File: src/rtl/tester_reset_sequencer_pkg.sv
// Shared types and constants for the tester reset sequencer.
// Holds FSM states, verdict codes and the counter-width legality check.
package tester_reset_sequencer_pkg;

    typedef enum logic [1:0] {
        IDLE,
        RESET_HOLD,
        RUN,
        DONE
    } state_t;

    localparam logic [1:0] VERDICT_NONE    = 2'd0;
    localparam logic [1:0] VERDICT_PASS    = 2'd1;
    localparam logic [1:0] VERDICT_FAIL    = 2'd2;
    localparam logic [1:0] VERDICT_TIMEOUT = 2'd3;

    function automatic bit cnt_w_ok(
        input int cnt_w,
        input int reset_cycles,
        input int timeout_cycles
    );
        longint limit;
        int     m;
        if (cnt_w < 1 || reset_cycles < 1 || timeout_cycles < 1)
            return 1'b0;
        m = (reset_cycles > timeout_cycles) ? reset_cycles : timeout_cycles;
        if (cnt_w >= 32)
            return 1'b1;
        limit = longint'(1) << cnt_w;
        return limit > longint'(m);
    endfunction

endpackage

File: src/rtl/tester_reset_sequencer_sat_counter.sv
// Saturating up-counter with synchronous clear.
// Holds at all-ones instead of wrapping.
module sat_counter #(
    parameter int W = 16
) (
    input  logic         clock,
    input  logic         reset,
    input  logic         clear,
    input  logic         enable,
    output logic [W-1:0] count
);

    always_ff @(posedge clock) begin
        if (reset || clear)
            count <= '0;
        else if (enable && count != '1)
            count <= count + W'(1);
    end

endmodule

File: src/rtl/tester_reset_sequencer.sv
// Drives a tester's reset, then watches finish/fail under a watchdog
// and reports a single pass/fail/timeout verdict.
module tester_reset_sequencer
    import tester_reset_sequencer_pkg::*;
#(
    parameter int RESET_CYCLES   = 4,
    parameter int TIMEOUT_CYCLES = 1000,
    parameter int CNT_W          = 16
) (
    input  logic             clock,
    input  logic             reset,
    input  logic             start,
    output logic             dut_reset,
    input  logic             dut_finish,
    input  logic             dut_fail,
    output logic             busy,
    output logic             done,
    output logic             pass,
    output logic             timeout,
    output logic [CNT_W-1:0] cycle_count
);

    if (!cnt_w_ok(CNT_W, RESET_CYCLES, TIMEOUT_CYCLES)) begin : g_bad_cfg
        $error("tester_reset_sequencer: illegal CNT_W/RESET_CYCLES/TIMEOUT_CYCLES");
    end

    localparam logic [CNT_W-1:0] HOLD_LAST = CNT_W'(RESET_CYCLES - 1);
    localparam logic [CNT_W-1:0] TIMEOUT_C = CNT_W'(TIMEOUT_CYCLES);

    state_t           state;
    state_t           next;
    logic             accept;
    logic [1:0]       verdict;
    logic [CNT_W-1:0] hold_count;

    sat_counter #(.W(CNT_W)) u_hold (
        .clock  (clock),
        .reset  (reset),
        .clear  (accept),
        .enable (state == RESET_HOLD),
        .count  (hold_count)
    );

    // Counting on entry into RUN makes the first RUN cycle read 1.
    sat_counter #(.W(CNT_W)) u_cycle (
        .clock  (clock),
        .reset  (reset),
        .clear  (accept),
        .enable (next == RUN),
        .count  (cycle_count)
    );

    always_comb begin
        next    = state;
        accept  = 1'b0;
        verdict = VERDICT_NONE;
        unique case (state)
            IDLE, DONE: begin
                if (start) begin
                    next   = RESET_HOLD;
                    accept = 1'b1;
                end
            end
            RESET_HOLD: begin
                if (hold_count == HOLD_LAST)
                    next = RUN;
            end
            RUN: begin
                if (dut_fail)
                    verdict = VERDICT_FAIL;
                else if (dut_finish)
                    verdict = VERDICT_PASS;
                else if (cycle_count == TIMEOUT_C)
                    verdict = VERDICT_TIMEOUT;
                if (verdict != VERDICT_NONE)
                    next = DONE;
            end
            default: next = IDLE;
        endcase
    end

    always_ff @(posedge clock) begin
        if (reset) begin
            state     <= IDLE;
            dut_reset <= 1'b1;
            pass      <= 1'b0;
            timeout   <= 1'b0;
        end else begin
            state     <= next;
            dut_reset <= (next != RUN);
            if (accept) begin
                pass    <= 1'b0;
                timeout <= 1'b0;
            end else if (verdict == VERDICT_PASS) begin
                pass    <= 1'b1;
            end else if (verdict == VERDICT_TIMEOUT) begin
                timeout <= 1'b1;
            end
        end
    end

    assign busy = (state == RESET_HOLD) || (state == RUN);
    assign done = (state == DONE);

endmodule

File: config.mk
export PLATFORM = sky130hd
export DESIGN_NAME = tester_reset_sequencer
export DESIGN_NICKNAME = d
export VERILOG_FILES = /design/src/rtl/tester_reset_sequencer_pkg.sv /design/src/rtl/tester_reset_sequencer_sat_counter.sv /design/src/rtl/tester_reset_sequencer.sv
export SDC_FILE = /design/constraint.sdc
export NUM_CORES = 1
export LEC_CHECK = 0
export ABC_AREA = 1
export CAP_MARGIN = 20
export CELL_PAD_IN_SITES_DETAIL_PLACEMENT = 0
export CELL_PAD_IN_SITES_GLOBAL_PLACEMENT = 1
export CORE_AREA = 5 5 89 75
export CTS_CLUSTER_SIZE = 24
export DETAILED_ROUTE_END_ITERATION = 16
export DIE_AREA = 0 0 94 80
export PLACE_DENSITY = 0.88
export SLEW_MARGIN = 5
export SYNTH_ARGS = -nofsm -noshare
export SYNTH_HDL_FRONTEND = slang
export SYNTH_SLANG_ARGS = --single-unit
File: constraint.sdc
create_clock -name clock -period 2.4 [get_ports clock]
set_input_delay 0.48 -clock clock [delete_from_list [all_inputs] [get_ports clock]]
set_output_delay 0.48 -clock clock [all_outputs]
set_load 0.01 [all_outputs]
# ---- Word-level counts from Yosys, hierarchy flattened
# Cells that the tools add are included.
dict set report totals {
  ff_bits 37
  in_bits 5
  out_inout_bits 21
  elab_cells 40
}
dict set report op_classes {
  n_addsub 2
  n_eq_ne 11
  mux 11
  bitwise 1
  n_reduce_logical 9
}
# cell count
set op_table {}
lappend op_table {{$add A16 B1 Y16 const B} 2}
lappend op_table {{$ne A16 B16 Y1 const B} 2}
lappend op_table {{$eq A16 B10 Y1 const B} 1}
lappend op_table {{$eq A16 B2 Y1 const B} 1}
lappend op_table {{$mux W2} 8}
lappend op_table {{$eq A2 B2 Y1 const B} 4}
lappend op_table {{$pmux W2 S3} 1}
lappend op_table {{$eq A2 B1 Y1 const B} 2}
lappend op_table {{$reduce_or A2 Y1} 2}
lappend op_table {{$logic_and A1 B1 Y1} 2}
lappend op_table {{$logic_not A2 Y1} 1}
lappend op_table {{$logic_or A1 B1 Y1} 2}
lappend op_table {{$mux W1} 2}
lappend op_table {{$ne A2 B2 Y1 const B} 1}
lappend op_table {{$reduce_and A2 Y1} 1}
lappend op_table {{$reduce_bool A2 Y1} 1}
lappend op_table {{$not A1 Y1} 1}

# ---- Longest topological paths before layout
# Gate-level depths: netlist of run 1.
dict set report logic_depth {
  depth_word 10
  ltp_mapped 13
  depth_no_buf 13
}

# ---- Hierarchy
# From an unflattened synthesis of run 1, not the netlist that was laid out.
dict set report unflattened {
  cells_unflattened 377
  hier_area_um2 2354.8
}
# module n_inst cells_per_inst area_per_inst_um2 seq_area_each_um2
set by_module_without_submodules {}
lappend by_module_without_submodules {sat_counter 2 149 950.9 320.3}
lappend by_module_without_submodules {tester_reset_sequencer 1 79 452.9 100.1}

# ---- Worst setup path after synthesis of run 1
# OpenSTA, ideal clock, no wires.
dict set report synth_path {
  kind {flip-flop to flip-flop}
  from {register state[0]}
  to {register u_cycle.count[6]}
  setup_time_ns 0.132
  arrival_time_ns 1.757
  required_time_ns 2.268
  slack_ns 0.510
  stages_incl_launch_ff 10
  n_path_buf 1
  period_less_slack_ns 1.890
  cell_sequence {dfxtp_1 -> inv_1 -> ha_1 -> inv_1 -> o21ai_0 -> a21oi_4 -> nand3_4 -> buf_6 -> nand2_1 -> a21oi_1}
}
dict set report synth_between {
  elab_chain_cells 5
  elab_cells_between_ends 13
  classes_between {eq/ne: 4; mux: 5; reduce/logical: 4}
}
# element line
set synth_rtl {}
lappend synth_rtl {{start: declaration} tester_reset_sequencer.sv:30} ;# state_t state;
lappend synth_rtl {{start signal: assignment} tester_reset_sequencer.sv:89} ;# state <= next;
lappend synth_rtl {{$eq A2 B2 Y1 or $logic_not A2 Y1 (tied branches)} tester_reset_sequencer.sv:57} ;# unique case (state)
lappend synth_rtl {{$reduce_or A2 Y1} tester_reset_sequencer.sv:57}
lappend synth_rtl {{$pmux W2 S3} tester_reset_sequencer.sv:57}
lappend synth_rtl {{$eq A2 B2 Y1} tester_reset_sequencer.sv:49} ;# .enable (next == RUN),
lappend synth_rtl {{$logic_and A1 B1 Y1} tester_reset_sequencer_sat_counter.sv:16} ;# else if (enable && count != '1)
lappend synth_rtl {{end signal: assignment} tester_reset_sequencer_sat_counter.sv:17} ;# count <= count + W'(1);
lappend synth_rtl {{end: declaration} tester_reset_sequencer_sat_counter.sv:10} ;# output logic [W-1:0] count
# Several ways; a longest one is shown, not always the timed one.
# A chain may end at the register's enable or synchronous reset.

# ---- Worst setup path in the final report of run 1
dict set report layout_path {
  from {register state[0]}
  to {output busy}
}
dict set report layout_between {
  elab_chain_cells 2
  elab_cells_between_ends 3
  classes_between {eq/ne: 2; reduce/logical: 1}
}
# element line
set layout_rtl {}
lappend layout_rtl {{$eq A2 B1 Y1 or $eq A2 B2 Y1 (tied branches)} tester_reset_sequencer.sv:102} ;# assign busy = (state == RESET_HOLD) || (state == RUN);
lappend layout_rtl {{$logic_or A1 B1 Y1 (*)} tester_reset_sequencer.sv:102}
lappend layout_rtl {{end: declaration} tester_reset_sequencer.sv:16} ;# output logic busy,
# Mark *: on every way between the ends. The rest lies on a longest branch, timed or not.

==> out/qor.yml, run 1 <==
number_of_drc_markers_after_the_initial_detailed_route_iteration: 154
postCtsResizedCells: 0
netSwitchingFraction: 0.254
status: "finished clean"
number_of_global_route_vias_before_repair: 1910
port-buffer-count: 25
fin_crit_sh: 0.945
place.detailed.hpwl_um: 3760
p_per_area_nw_per_um2: 435
initial_utilization: 0.387
critical_path.slowest_cell: "sky130_fd_sc_hd__clkdlybuf4s50_1"
design_power_total_mw: 1.14
antenna_found_initial: 0
synthesized_flop_and_latch_total: 37
drc_violation_count_after_routing: 0
critical_path.endpoint_type: "output pin"
ir_drop_uv: 209
grt_remaining_overflow: 0
total_leakage_power_nw: 0.941
synthMostInstantiatedCell: "sky130_fd_sc_hd__nand2_1"
hold_path_class: "reg -> reg"
synth_top_area_cell: "sky130_fd_sc_hd__dfxtp_1"
tightest_slew_ns: 0.732
yosysTopAreaCellShare: 0.336
worstPathMaxFanout: 6
synth-warning-count: 0
cts_buffer_depth: 2
synth_seq_area_share: 0.336
ys_top_cells_by_count: "sky130_fd_sc_hd__nand2_1, sky130_fd_sc_hd__inv_1, sky130_fd_sc_hd__dfxtp_1, sky130_fd_sc_hd__nor2_1, sky130_fd_sc_hd__a21oi_1"
n_antenna_cell: 0
worst_ep_arrival_time_ns: 1.79
clockRootBuffer: "sky130_fd_sc_hd__clkbuf_8"
pwr-share-seq: 0.547
final_max_slew_viol_count: 0
synth_fp_nets: 330
timing.critical_path.cells: "inv_1 -> ha_1 -> inv_2 -> clkdlybuf4s50_1"
clk_latency_ns: 0.30
power_frac_comb: 0.074
ys.flop_type: "sky130_fd_sc_hd__dfxtp_1"
synth.avg_cell_area_um2: 6.91
dieWidth_um: 94
worst_case_headroom_to_the_max_slew_limit: 0.512
final_hold_viol_count: 0
pin_count_of_the_biggest_net_entering_global_routing: 22
max_clock_freq_mhz: 441
detail_route.wl_per_cell_um: 12.2
place.gp.congestion: 0.864
switching_power_uw: 288
regToRegSetupSlack_ns: 0.45
area_growth_pct: 18.6
stage_delay_of_the_slowest_cell_on_the_critical_path_ns: 0.55
totalWireLength_um: 5230
setup.worst_path.start_class: "register"
cp.required_ns: 1.92
synth_enable_flop_cells: 0
cts_sinks: 37
p_int_uw: 847
clkSlewWorstSetupHoldPaths_ns: 0.07
crit_type: "reg -> out"
cts_tree: "done"
core_um2: 5690
netlist_top_cells_area: "sky130_fd_sc_hd__dfxtp_1, sky130_fd_sc_hd__nand2_1, sky130_fd_sc_hd__inv_1"
postSynth.asyncResetShare: 0
chipHeight_um: 80
vias: 2082
clock_power_share: 0.379
globalRouteTotalUtil: 0.152
setup_viol_count_final: 0
cts_made_buffers: 5
drt_first_pass_iters: 4
finalNetCount: 358
drive_above_1_share: 0.0891
num_rows: 25
synth_cell_types: 26
cap_viol_max_count: 0
finalWorstSetupSlack_ns: 0.132
grt_first_pass_wirelength_um: 9140
timing.setup.tns_ns: 0
pre_cts_worst_setup_slack_ns: 0.333
rsz0062_at_grt: "no"
post_detailed_route_via_to_cell_ratio: 4.85
cts_setup_buffers: 0
synth.cell_area_um2: 2200
pin_count: 26
die_area_um2: 7520
postCtsHoldBufs: 0
finalWorstPathRequiredPeriod_ns: 2.27
clock_skew_ns: 0.00821
clock_tree.htree_level_count: 2
ant_nets: 0
syn-instance-count: 319
-- cell usage in the layout (no fill, tap or decap) --
master	count
sky130_fd_sc_hd__nor3b_1	2
sky130_fd_sc_hd__o21ai_0	10
sky130_fd_sc_hd__xor2_1	14
sky130_fd_sc_hd__nor2_2	5
sky130_fd_sc_hd__nor2_4	1
sky130_fd_sc_hd__xnor2_1	2
sky130_fd_sc_hd__nand4_1	16
sky130_fd_sc_hd__clkbuf_1	1
sky130_fd_sc_hd__ha_1	6
sky130_fd_sc_hd__inv_1	38
sky130_fd_sc_hd__a21oi_1	27
sky130_fd_sc_hd__buf_4	4
sky130_fd_sc_hd__nor3_1	11
sky130_fd_sc_hd__clkinv_2	2
sky130_fd_sc_hd__nor4_1	4
sky130_fd_sc_hd__a211oi_1	2
sky130_fd_sc_hd__o21a_1	2
sky130_fd_sc_hd__inv_2	4
sky130_fd_sc_hd__and2_1	1
sky130_fd_sc_hd__nand3_4	2
sky130_fd_sc_hd__clkbuf_8	5
sky130_fd_sc_hd__nand3_1	19
sky130_fd_sc_hd__nor2_1	35
sky130_fd_sc_hd__a21oi_4	2
sky130_fd_sc_hd__nand2_1	65
sky130_fd_sc_hd__nand2_2	6
sky130_fd_sc_hd__clkdlybuf4s50_1	25
sky130_fd_sc_hd__dfxtp_1	37
-- metal layers --
layer,vias to the layer above,routed length (µm),track usage
li1,1097,-,-
met1,925,2790,0.224
met2,53,2020,0.213
met3,7,332,0.0358
met4,0,89,0.0563
met5,-,0,0
-- cell families (layout without fill, tap and decap cells) --
| family | count (synthesis) | count (layout) | synth area share |
|---|---|---|---|
| fa+ha+maj | 6 | 6 | 0.0341 |
| compound gates | 43 | 43 | 0.112 |
| flops | 37 | 37 | 0.336 |
| buf+inv | 50 | 79 | 0.0965 |
| simple gates | 167 | 167 | 0.357 |
| xor+xnor | 16 | 16 | 0.0636 |
-- sequential cells by signal (all words and copies together) (netlist names) --
signal / cells
dut_reset: 1
timeout: 1
u_cycle.count: 16
u_hold.count: 16
state: 2
pass: 1
-- stage by stage --
stage	cell area, µm²	utilization	cells	hold slack [ns]
after floorplan	2200	-	319	0.444
after global placement	2530	0.444	421	0.448
after detailed placement	2530	0.444	421	0.454
after CTS	2610	0.459	429	0.466
after global routing	2610	0.459	429	0.477
final	2610	0.459	429	0.463
-- critical path, delay by kind of cell (launching register included) --
kind | cells | cell delay (ns)
buffers and inverters | 3 | 0.76
DFF | 1 | 0.41
adders and majority gates | 1 | 0.32
-- worst paths after layout --
kind                       end        startpoint  cells after the start
max reg2reg  u_cycle.count[14]  u_cycle.count[1]                      9
min reg2reg   u_hold.count[15]  u_hold.count[15]                      2
max                       busy          state[0]                      4
min           u_hold.count[15]  u_hold.count[15]                      2
-- area by class of cell --
| type | instances | area [µm²] |
|---|---|---|
| clock buffer | 6 | 72.6 |
| fill | 612 | 3080 |
| multi-input combinational | 232 | 1250 |
| timing repair buffer | 29 | 280 |
| sequential | 37 | 741 |
| tap | 81 | 101 |
| clock inverter | 2 | 10.0 |
| inverter | 42 | 158 |
-- power groups by stage --
stage	logic, mW	registers, mW	clock network [mW]
global placement	0.0834	0.635	0
CTS	0.0850	0.621	0.449
finish	0.0844	0.621	0.430
global route	0.0946	0.621	0.478
detailed placement	0.0848	0.635	0
floorplan	0.0566	0.634	0
Power figures use the tool's default switching activity.
==> run 2, diff against run 1 <==
==> constraint.sdc (replaced) <==
create_clock -name clock -period 2.4 [get_ports clock]
set_input_delay 0.36 -clock clock [delete_from_list [all_inputs] [get_ports clock]]
set_output_delay 0.36 -clock clock [all_outputs]
set_load 0.01 [all_outputs]
==> run 2 against run 1 <==
  * Maximum frequency is 1.6% higher
  * Via count is 1.2% lower
  * Non-clock buffer count stayed put
  * Hold slack better by 0.0030 ns
  * Critical endpoint unchanged
==> out/qor.yml, run 2 (synthesis results as in run 1) <==
rr_worst_depth: 9  # unchanged
regToRegSetupSlack_ns: 0.44  # about the same
setup_viol_count_final: 0  # unchanged
grt_remaining_overflow: 0  # unchanged
rsz0062_at_grt: "no"
critical_path.reg2reg.endpoint: "u_cycle.count[3]"
num_rows: 25  # unchanged
n_antenna_cell: 0  # unchanged
core_um2: 5690  # unchanged
worst_ep_arrival_time_ns: 1.87  # +0.08 ns
postCtsHoldBufs: 0  # unchanged
startpoint: "state[0]"
finalWorstSetupSlack_ns: 0.167  # +0.0352 ns
r2r_path_start: "u_cycle.count[0]"
area_growth_pct: 19.4
ant_nets: 0  # unchanged
ir_drop_uv: 188  # -10%
setup.worst_path.end: "busy"
pin_count_of_the_biggest_net_entering_global_routing: 22  # unchanged
worstPathMaxFanout: 6  # unchanged
antenna_found_initial: 0  # unchanged
drt_first_pass_iters: 4  # unchanged
clk_latency_ns: 0.29  # about the same
cts_made_buffers: 5  # unchanged
tightest_slew_ns: 0.722  # -0.0101 ns
post_detailed_route_via_to_cell_ratio: 4.79  # -1.2%
pin_count: 26  # unchanged
biggestRegsByFlops: "u_cycle.count x16, u_hold.count x16, state x2"
crit_type: "reg -> out"
clkSlewWorstSetupHoldPaths_ns: 0.08  # about the same
cts_sinks: 37  # unchanged
die_area_um2: 7520  # unchanged
pre_cts_worst_setup_slack_ns: 0.469  # +0.136 ns
max_clock_freq_mhz: 448  # +1.6%
globalRouteTotalUtil: 0.151  # -0.00176
port-buffer-count: 25  # unchanged
clock_tree.htree_level_count: 2  # unchanged
setup.worst_path.start_class: "register"
cts_buffer_depth: 2  # unchanged
vias: 2056  # -1.2%
critical_path.endpoint_type: "output pin"
final_cell_mix: "sky130_fd_sc_hd__nand2_1, sky130_fd_sc_hd__inv_1, sky130_fd_sc_hd__dfxtp_1, sky130_fd_sc_hd__nor2_1, sky130_fd_sc_hd__a21oi_1"
detail_route.wl_per_cell_um: 12.2  # about the same
place.detailed.hpwl_um: 3820  # +1.5%
finalNetCount: 358  # unchanged
finalWorstPathRequiredPeriod_ns: 2.23  # -0.0352 ns
nFillCells: 601  # -1.8%
hold_path_class: "reg -> reg"
dieWidth_um: 94  # unchanged
utilization: 0.462  # +0.00330
worst_case_headroom_to_the_max_slew_limit: 0.518  # +0.00673
initial_utilization: 0.387  # unchanged
total_leakage_power_nw: 0.952  # +1.2%
fin_crit_sh: 0.930  # -0.0147
p_per_area_nw_per_um2: 454  # +4.4%
final_max_slew_viol_count: 0  # unchanged
clock_skew_ns: 0.00661  # -0.00161 ns
status: "finished clean"
cts_setup_buffers: 0  # unchanged
number_of_drc_markers_after_the_initial_detailed_route_iteration: 112  # -27%
most_common_cell_after_layout_fill_and_taps_aside: "sky130_fd_sc_hd__nand2_1"
clockRootBuffer: "sky130_fd_sc_hd__clkbuf_8"
cap_viol_max_count: 0  # unchanged
grt_first_pass_wirelength_um: 9140  # about the same
cts_tree: "done"
chipHeight_um: 80  # unchanged
fin_hold_ws_ns: 0.466  # +0.00303 ns
cp.required_ns: 2.04  # +0.12 ns
final_hold_viol_count: 0  # unchanged
place.gp.congestion: 0.857  # -0.78%
totalWireLength_um: 5230  # about the same
timing.setup.tns_ns: 0  # unchanged
postCtsResizedCells: 0  # unchanged
number_of_global_route_vias_before_repair: 1967  # +3.0%
drive_above_1_share: 0.0891  # unchanged
drc_violation_count_after_routing: 0  # unchanged
## run 2: per-layer routing
metal  GRT usage  vias up  wire, µm  share of wire
met1       0.215      909      2750           0.53
met4      0.0577        0        44         0.0084
met5           0        -         0              0
met3      0.0339        2       275          0.053
li1            -     1102         -              -
met2       0.218       43      2160           0.41
## run 2: power breakdown
group	internal, mW	switching [mW]
Sequential	0.617	0.00389
Clock	0.260	0.230
Combinational	0.0282	0.0555
Total	0.905	0.289
## run 2: final cells by class
type / count / area [µm²] / share of cell area
Tap cell: 81 / 101 / 0.0385
Inverter: 42 / 158 / 0.0599
Sequential cell: 37 / 741 / 0.282
Clock inverter: 1 / 5.00 / 0.00190
Clock buffer: 7 / 96.3 / 0.0366
Timing Repair Buffer: 29 / 280 / 0.107
Multi-Input combinational cell: 232 / 1250 / 0.475
## run 2: critical path, cell delays in order (launching register included)
cell and delay, ns:
sky130_fd_sc_hd__dfxtp_1 0.41, sky130_fd_sc_hd__inv_1 0.09, sky130_fd_sc_hd__ha_1 0.31, sky130_fd_sc_hd__inv_1 0.18, sky130_fd_sc_hd__clkdlybuf4s50_1 0.59
## run 2: worst min path at each step
stage	startpoint	to	slack, ns	cells past startpoint
CTS	u_hold.count[15]	u_hold.count[15]	0.47	2
global route	u_hold.count[15]	u_hold.count[15]	0.48	2
detailed placement	pass	pass	0.45	1
global placement	timeout	timeout	0.45	1
finish	u_hold.count[15]	u_hold.count[15]	0.47	2
floorplan	reset	state[0]	0.43	1
## run 2: through the flow
step                cells  power, mW  area, µm²
global placement      421      0.718       2530
finish                429       1.19       2630
detailed placement    421      0.719       2530
CTS                   429       1.21       2630
global route          429       1.25       2630
floorplan             319      0.691       2200
